`config.mk`:
```
export PLATFORM = sky130hd
export DESIGN_NAME = imem_arbiter_flat
export DESIGN_NICKNAME = d
export VERILOG_FILES = /design/src/rtl/imem_arbiter_if.sv /design/src/rtl/imem_arbiter.sv /design/src/flat_wrapper.sv
export SDC_FILE = /design/constraint.sdc
export NUM_CORES = 1
export LEC_CHECK = 0
export BUFFER_PORTS_ARGS = -buffer_cell sky130_fd_sc_hd__buf_2
export CORE_ASPECT_RATIO = 2
export CORE_MARGIN = 10
export CORE_UTILIZATION = 47
export DETAILED_ROUTE_END_ITERATION = 6
export HOLD_SLACK_MARGIN = 0.1
export PLACE_DENSITY = 0.86
export SLEW_MARGIN = 20
export SYNTH_ARGS = -nofsm -noshare
export SYNTH_HDL_FRONTEND = slang
export SYNTH_SLANG_ARGS = --single-unit
```
`constraint.sdc`:
```
create_clock -name clk_i -period 4.64 [get_ports clk_i]
set_input_delay 0.464 -clock clk_i [delete_from_list [all_inputs] [get_ports clk_i]]
set_output_delay 0.464 -clock clk_i [all_outputs]
set_load 0.005 [all_outputs]
```
`src/rtl/imem_arbiter_if.sv`:
```
// imem_arbiter_if
//   Bundles the request/response and memory-port signals of the instruction
//   memory arbiter. Signal names keep the _i/_o suffixes as seen from the
//   arbiter, so the slave modport is the arbiter's view and the master modport
//   is the environment (fetch stage, loader and memory).
//
//   Fetch port   : f_req_i, f_addr_i -> f_gnt_o, f_rvalid_o, f_rdata_o
//   Loader port  : l_req_i, l_we_i, l_addr_i, l_wdata_i, l_lock_i
//                  -> l_gnt_o, l_rvalid_o, l_rdata_o
//   Shared       : misalign_o (accompanies either rvalid)
//   Memory port  : m_addr_o, m_we_o, m_wdata_o <- m_rdata_i
interface imem_arbiter_if #(
  parameter int IMEM_W = 14
);
  logic              f_req_i;
  logic [IMEM_W-1:0] f_addr_i;
  logic              f_gnt_o;
  logic              f_rvalid_o;
  logic [31:0]       f_rdata_o;

  logic              l_req_i;
  logic              l_we_i;
  logic [IMEM_W-1:0] l_addr_i;
  logic [31:0]       l_wdata_i;
  logic              l_lock_i;
  logic              l_gnt_o;
  logic              l_rvalid_o;
  logic [31:0]       l_rdata_o;

  logic              misalign_o;

  logic [IMEM_W-1:0] m_addr_o;
  logic              m_we_o;
  logic [31:0]       m_wdata_o;
  logic [31:0]       m_rdata_i;

  modport slave (
    input  f_req_i, f_addr_i,
    input  l_req_i, l_we_i, l_addr_i, l_wdata_i, l_lock_i,
    input  m_rdata_i,
    output f_gnt_o, f_rvalid_o, f_rdata_o,
    output l_gnt_o, l_rvalid_o, l_rdata_o,
    output misalign_o,
    output m_addr_o, m_we_o, m_wdata_o
  );

  modport master (
    output f_req_i, f_addr_i,
    output l_req_i, l_we_i, l_addr_i, l_wdata_i, l_lock_i,
    output m_rdata_i,
    input  f_gnt_o, f_rvalid_o, f_rdata_o,
    input  l_gnt_o, l_rvalid_o, l_rdata_o,
    input  misalign_o,
    input  m_addr_o, m_we_o, m_wdata_o
  );
endinterface

```
`src/rtl/imem_arbiter.sv`:
```
// imem_arbiter
//   Shares a single-port, combinationally-read instruction memory between the
//   core fetch port (read only) and the loader/debug port (read or write).
//   One access per cycle; grant is combinational in the request cycle and the
//   response (rvalid/rdata/misalign) is registered and presented one cycle
//   after the grant to the requester that owned it.
//
//   Ports:
//     clk_i  - clock, rising edge
//     rst_i  - asynchronous active-high reset; forces all grants and m_we low
//     bus    - imem_arbiter_if.slave (fetch, loader and memory signals)
//
//   Configuration macro IMEM_ARB_RR_EN:
//     undefined - fixed priority, loader first, with a fetch starvation guard
//                 that forces a fetch grant after STARVE_MAX denied cycles
//     defined   - round-robin on contention; a locked loader may keep the
//                 grant for at most STARVE_MAX consecutive cycles while fetch
//                 is waiting
module imem_arbiter #(
  parameter int IMEM_W     = 14,
  parameter int STARVE_MAX = 8
) (
  input  logic          clk_i,
  input  logic          rst_i,
  imem_arbiter_if.slave bus
);

  typedef enum logic {
    OWN_FETCH  = 1'b0,
    OWN_LOADER = 1'b1
  } owner_e;

  localparam int                CNT_W   = $clog2(STARVE_MAX + 1);
  localparam logic [CNT_W-1:0]  CNT_MAX = CNT_W'(STARVE_MAX);

  logic              fGnt;
  logic              lGnt;
  logic              contended;
  logic              lockHold;
  logic [IMEM_W-1:0] selAddr;

  logic [CNT_W-1:0]  cnt_q, cnt_d;
  logic              lGntPrev_q, lGntPrev_d;
  logic              rspValid_q, rspValid_d;
  owner_e            rspOwner_q, rspOwner_d;
  logic              misalign_q, misalign_d;
  logic [31:0]       fRdata_q, fRdata_d;
  logic [31:0]       lRdata_q, lRdata_d;

`ifdef IMEM_ARB_RR_EN
  owner_e            lastGnt_q, lastGnt_d;
`endif

  // Grant selection. cnt_q is the fetch starvation count in fixed-priority
  // mode and the length of the current loader run against a waiting fetch
  // in round-robin mode.
  always_comb begin
    fGnt      = 1'b0;
    lGnt      = 1'b0;
    cnt_d     = '0;
    contended = bus.f_req_i && bus.l_req_i;
`ifdef IMEM_ARB_RR_EN
    lockHold  = lGntPrev_q && bus.l_req_i && bus.l_lock_i && (cnt_q < CNT_MAX);
    if (!rst_i) begin
      if (contended) begin
        if (lockHold)                    lGnt = 1'b1;
        else if (lastGnt_q == OWN_LOADER) fGnt = 1'b1;
        else                             lGnt = 1'b1;
      end else begin
        fGnt = bus.f_req_i;
        lGnt = bus.l_req_i;
      end
    end
    if (lGnt && bus.f_req_i) begin
      cnt_d = (cnt_q >= CNT_MAX) ? CNT_MAX : cnt_q + CNT_W'(1);
    end
`else
    lockHold  = lGntPrev_q && bus.l_req_i && bus.l_lock_i;
    if (!rst_i) begin
      // A due forced fetch beats both the lock and the loader's priority.
      if (contended && (cnt_q >= CNT_MAX)) fGnt = 1'b1;
      else if (lockHold)                   lGnt = 1'b1;
      else if (bus.l_req_i)                lGnt = 1'b1;
      else if (bus.f_req_i)                fGnt = 1'b1;
    end
    if (bus.f_req_i && !fGnt) begin
      cnt_d = (cnt_q >= CNT_MAX) ? CNT_MAX : cnt_q + CNT_W'(1);
    end
`endif
  end

  // Memory port follows the granted requester; bits [1:0] are dropped since
  // the memory is word organised.
  always_comb begin
    selAddr       = lGnt ? bus.l_addr_i : bus.f_addr_i;
    bus.m_addr_o  = {selAddr[IMEM_W-1:2], 2'b00};
    bus.m_we_o    = lGnt && bus.l_we_i;
    bus.m_wdata_o = lGnt ? bus.l_wdata_i : 32'h0;
    bus.f_gnt_o   = fGnt;
    bus.l_gnt_o   = lGnt;
  end

  // Response capture. Each port keeps its own rdata so the idle port's
  // output holds its last value.
  always_comb begin
    rspValid_d = fGnt || lGnt;
    rspOwner_d = rspOwner_q;
    misalign_d = misalign_q;
    fRdata_d   = fRdata_q;
    lRdata_d   = lRdata_q;
    lGntPrev_d = lGnt;
    if (fGnt || lGnt) begin
      rspOwner_d = lGnt ? OWN_LOADER : OWN_FETCH;
      misalign_d = |selAddr[1:0];
    end
    if (fGnt) fRdata_d = bus.m_rdata_i;
    if (lGnt) lRdata_d = bus.l_we_i ? 32'h0 : bus.m_rdata_i;
  end

`ifdef IMEM_ARB_RR_EN
  always_comb begin
    lastGnt_d = lastGnt_q;
    if (fGnt) lastGnt_d = OWN_FETCH;
    if (lGnt) lastGnt_d = OWN_LOADER;
  end

  always_ff @(posedge clk_i or posedge rst_i) begin
    if (rst_i) lastGnt_q <= OWN_FETCH;
    else       lastGnt_q <= lastGnt_d;
  end
`endif

  always_ff @(posedge clk_i or posedge rst_i) begin
    if (rst_i) begin
      cnt_q      <= '0;
      lGntPrev_q <= 1'b0;
      rspValid_q <= 1'b0;
      rspOwner_q <= OWN_FETCH;
      misalign_q <= 1'b0;
      fRdata_q   <= 32'h0;
      lRdata_q   <= 32'h0;
    end else begin
      cnt_q      <= cnt_d;
      lGntPrev_q <= lGntPrev_d;
      rspValid_q <= rspValid_d;
      rspOwner_q <= rspOwner_d;
      misalign_q <= misalign_d;
      fRdata_q   <= fRdata_d;
      lRdata_q   <= lRdata_d;
    end
  end

  assign bus.f_rvalid_o = rspValid_q && (rspOwner_q == OWN_FETCH);
  assign bus.l_rvalid_o = rspValid_q && (rspOwner_q == OWN_LOADER);
  assign bus.f_rdata_o  = fRdata_q;
  assign bus.l_rdata_o  = lRdata_q;
  assign bus.misalign_o = rspValid_q && misalign_q;

endmodule

```
`src/flat_wrapper.sv`:
```
// flat-port wrapper written by rule: the top's interface ports become plain ports
module imem_arbiter_flat 
#(
  parameter int IMEM_W     = 14,
  parameter int STARVE_MAX = 8
)
  (clk_i, rst_i, bus_f_req_i, bus_f_addr_i, bus_l_req_i, bus_l_we_i, bus_l_addr_i, bus_l_wdata_i, bus_l_lock_i, bus_m_rdata_i, bus_f_gnt_o, bus_f_rvalid_o, bus_f_rdata_o, bus_l_gnt_o, bus_l_rvalid_o, bus_l_rdata_o, bus_misalign_o, bus_m_addr_o, bus_m_we_o, bus_m_wdata_o);
  imem_arbiter_if #(.IMEM_W(IMEM_W)) bus_i ();
  input  logic clk_i;
  input  logic rst_i;
  input wire logic [$bits(bus_i.f_req_i)-1:0] bus_f_req_i;
  input wire logic [$bits(bus_i.f_addr_i)-1:0] bus_f_addr_i;
  input wire logic [$bits(bus_i.l_req_i)-1:0] bus_l_req_i;
  input wire logic [$bits(bus_i.l_we_i)-1:0] bus_l_we_i;
  input wire logic [$bits(bus_i.l_addr_i)-1:0] bus_l_addr_i;
  input wire logic [$bits(bus_i.l_wdata_i)-1:0] bus_l_wdata_i;
  input wire logic [$bits(bus_i.l_lock_i)-1:0] bus_l_lock_i;
  input wire logic [$bits(bus_i.m_rdata_i)-1:0] bus_m_rdata_i;
  output wire logic [$bits(bus_i.f_gnt_o)-1:0] bus_f_gnt_o;
  output wire logic [$bits(bus_i.f_rvalid_o)-1:0] bus_f_rvalid_o;
  output wire logic [$bits(bus_i.f_rdata_o)-1:0] bus_f_rdata_o;
  output wire logic [$bits(bus_i.l_gnt_o)-1:0] bus_l_gnt_o;
  output wire logic [$bits(bus_i.l_rvalid_o)-1:0] bus_l_rvalid_o;
  output wire logic [$bits(bus_i.l_rdata_o)-1:0] bus_l_rdata_o;
  output wire logic [$bits(bus_i.misalign_o)-1:0] bus_misalign_o;
  output wire logic [$bits(bus_i.m_addr_o)-1:0] bus_m_addr_o;
  output wire logic [$bits(bus_i.m_we_o)-1:0] bus_m_we_o;
  output wire logic [$bits(bus_i.m_wdata_o)-1:0] bus_m_wdata_o;
  assign bus_i.f_req_i = bus_f_req_i;
  assign bus_i.f_addr_i = bus_f_addr_i;
  assign bus_i.l_req_i = bus_l_req_i;
  assign bus_i.l_we_i = bus_l_we_i;
  assign bus_i.l_addr_i = bus_l_addr_i;
  assign bus_i.l_wdata_i = bus_l_wdata_i;
  assign bus_i.l_lock_i = bus_l_lock_i;
  assign bus_i.m_rdata_i = bus_m_rdata_i;
  assign bus_f_gnt_o = bus_i.f_gnt_o;
  assign bus_f_rvalid_o = bus_i.f_rvalid_o;
  assign bus_f_rdata_o = bus_i.f_rdata_o;
  assign bus_l_gnt_o = bus_i.l_gnt_o;
  assign bus_l_rvalid_o = bus_i.l_rvalid_o;
  assign bus_l_rdata_o = bus_i.l_rdata_o;
  assign bus_misalign_o = bus_i.misalign_o;
  assign bus_m_addr_o = bus_i.m_addr_o;
  assign bus_m_we_o = bus_i.m_we_o;
  assign bus_m_wdata_o = bus_i.m_wdata_o;
  imem_arbiter #(.IMEM_W(IMEM_W), .STARVE_MAX(STARVE_MAX)) u_core (.clk_i(clk_i), .rst_i(rst_i), .bus(bus_i));
endmodule
```
==> qor.yml <==
synth:
  synthArstFlopShare_pct: 100.0
  yosys.area.top_type: "dfrtp_1"
  synth_flop_cell: "dfrtp_1"
  avgSynthCellArea_um2: 13.69
  ys_seq_area_share_pct: 50.12
  ys_ff_latch: 71
  synthesis.instances: 259
  yosysWarnings: 0
  synth_edf_count: 0
  synth_area_leaders: "dfrtp_1 (50%), mux2_4 (19%), mux2_2 (9.5%), and2_1 (6.2%), nor2b_1 (5.8%)"
  synth_area_um2: 3545
  synth_top_area_share_pct: 50.12
  synth_cell_types: 27
power_and_ir_drop:
  p_comb_share_pct: 19.9
  switchingPower_mw: 0.4326
  power_density_nw_per_um2: 384.3
  p_leak_nw: 2.669
  ir_worst_vdd_v: 0.0002831
  p_seq_share_pct: 40.1
  power_mw: 1.898
  p_clk_share_pct: 40.0
  switching_share_pct: 22.79
  p_int_mw: 1.465
clock_tree:
  postCtsHoldBufs: 0
  cts_setup_buffers: 0
  clkTransAtPathRegs_ps: 50
  cts-root-buf: "clkbuf_16"
  clockBufferDepth: 2
  clk-insertion-delay-late_ps: 320
  cts-buffers-inserted: 9
  clock-sinks: 71
  cts_tree: "built"
  cts-htree-levels: 3
  cts_resized: 0
worst_setup_path:
  required_ps: 4180
  critPathLaunchType: "flip-flop"
  path_buf_inv: 1
  path_cells: "nand2_1 -> and3_4 -> mux2_4 -> buf_2"
  cpMaxStageDelayCell: "and3_4"
  critPathCaptureType: "output port"
  cpLargestDelayFamily: "simple AND/OR/NAND/NOR gates"
  cp_data_arrival_time_ps: 2170
  cpPeakStageDelay_ps: 790
  path_class: "reg -> out"
  cp_max_fo: 71
route:
  viasPerCell: 4.805
  ant_nets: 0
  wl_per_cell_um: 18.51
  drc: 0
  drt_wl_total_mm: 10.44
  drt-initial-drc-count: 102
  dr_total_vias: 2710
  drt-pass1-iter-count: 4
floorplanning:
  row_count: 44
  initial_core_util_pct: 48.41
  core_area_um2: 7322
  die_h_um: 142.8
  io_pins: 214
  die_width_um: 81.41
  die_area_um2: 11630
global_route:
  grt_pass1_vias: 3010
  overflow: 0
  grt_pass1_wl_mm: 15.57
  grt_start_max_net_pins: 74
  grt_usage_pct: 17.28
  antenna_found_initial: 0
hold_path:
  hp-class: "in -> reg"
cells_and_area:
  antenna_cells: 0
  post-route-util_pct: 67.45
  final_nets: 567
  drive_gt1_share_pct: 64.62
  fin_cells: 564
  synthToLayoutAreaGrowth_pct: 39.32
timing:
  relSlewSlack_pct: 36.25
  fmax_ghz: 0.3803
  final-hold-violation-count: 0
  tightest_slew_ps: 953.3
  rsz0062_at_grt: "no"
  timing.setup.tns_ps: 0
  setup_violations: 0
  skew_ps: 4.637
  slew_viol_final: 0
  period_minus_slack_ps: 2630
  fin_crit_sh_pct: 56.67
placement:
  gp_congestion: 0.7692
  dp_hpwl_mm: 8.369
  port-buffer-count: 210
  placed_cells: 548
outcome:
  outcome: "completed"
run:
  maxCapViolations: 0
## logic make-up after synthesis
kind of cell / Yosys count / share of synthesized area [%]
simple gates: 77 / 13.27
other cells: 1 / 0.1058
fa+ha+maj: 2 / 0.7059
compound gates: 7 / 1.836
xor+xnor: 1 / 0.2471
mux: 76 / 28.80
flops: 71 / 50.12
buf+inv: 24 / 4.906
## worst reg2reg max path: stages (launching register included)
cell and delay (ps):
dfrtp_1 380, inv_1 100, a211oi_4 820, buf_4 410, mux2_2 380
## final timing paths
kind                                          start  cells past startpoint  slack (ps)                       end
max                                 u_core.cnt_q[3]                      4        2010          bus_m_addr_o[11]
min                               bus_m_rdata_i[23]                      2         370  u_core.bus.f_rdata_o[23]
max reg2reg                         u_core.cnt_q[3]                      4        2440  u_core.bus.f_rdata_o[16]
min reg2reg                u_core.bus.f_rdata_o[23]                      1         490  u_core.bus.f_rdata_o[23]
max in group asynchronous                     rst_i                      3        3580  u_core.bus.f_rdata_o[13]
min in group asynchronous                     rst_i                      3         480           u_core.cnt_q[3]
## Yosys cell counts, types with 2 or more instances
master and n:
dfrtp_1 71, clkbuf_1 4, mux2_2 30, ha_1 2, and2_1 35, mux2_1 2
inv_1 6, nand2_1 2, buf_6 10, buf_4 2, mux2_4 44, nor2_1 4
nor2b_1 33
## layout by cell type (no fill, tap or decap), types with 2 or more instances in the layout
cell type,instances
and2_1,35
buf_2,210
buf_4,3
bufinv_16,2
clkbuf_16,9
clkbuf_8,4
conb_1,2
dfrtp_1,71
ha_1,2
inv_1,6
mux2_1,2
mux2_2,30
mux2_4,44
nand2_1,2
nor2_1,4
nor2b_1,33
## final cells by class
cell class                      instances  area, um2
Sequential cell                        71       1777
Fill cell                             534       2384
Multi-Input combinational cell        165       1603
Clock inverter                          2      60.06
Tap cell                               92      115.1
Inverter                                7      26.28
Timing Repair Buffer                  213       1074
Clock buffer                           14      284.0
## state kept, by name, indices dropped and copies added (netlist names)
name,flops
u_core.misalign_q,1
u_core.rspValid_q,1
u_core.rspOwner_q,1
u_core.bus.f_rdata_o,32
u_core.bus.l_rdata_o,32
u_core.cnt_q,4
## power groups by stage
stage                     Combinational [mW]  Clock, mW  Sequential [mW]
after floorplan                        0.186          0            0.776
after global placement                 0.375          0            0.764
after detailed placement               0.388          0            0.770
after CTS                              0.389      0.777            0.762
after global routing                   0.414      0.801            0.774
final                                  0.378      0.759            0.761
## metrics by stage
| stage | setup WS, ps | instance area, um2 | hold WS (ps) |
|---|---|---|---|
| floorplan | 1982 | 3548 | 440.9 |
| global placement | 2195 | 4594 | 455.5 |
| detailed placement | 2143 | 4594 | 484.0 |
| CTS | 1972 | 4938 | 360.6 |
| global route | 1887 | 4938 | 371.5 |
| finish | 2010 | 4938 | 370.4 |
## routing by layer
layer,track usage [%],vias up,routed length [um],part of all wire (%)
met5,0,-,0,0
met4,7.608,0,314,3.0
met3,6.164,20,903,8.7
met2,32.04,104,5825,56
met1,15.97,1311,3395,33
li1,-,1275,-,-
(Power assumes the default switching activity.)
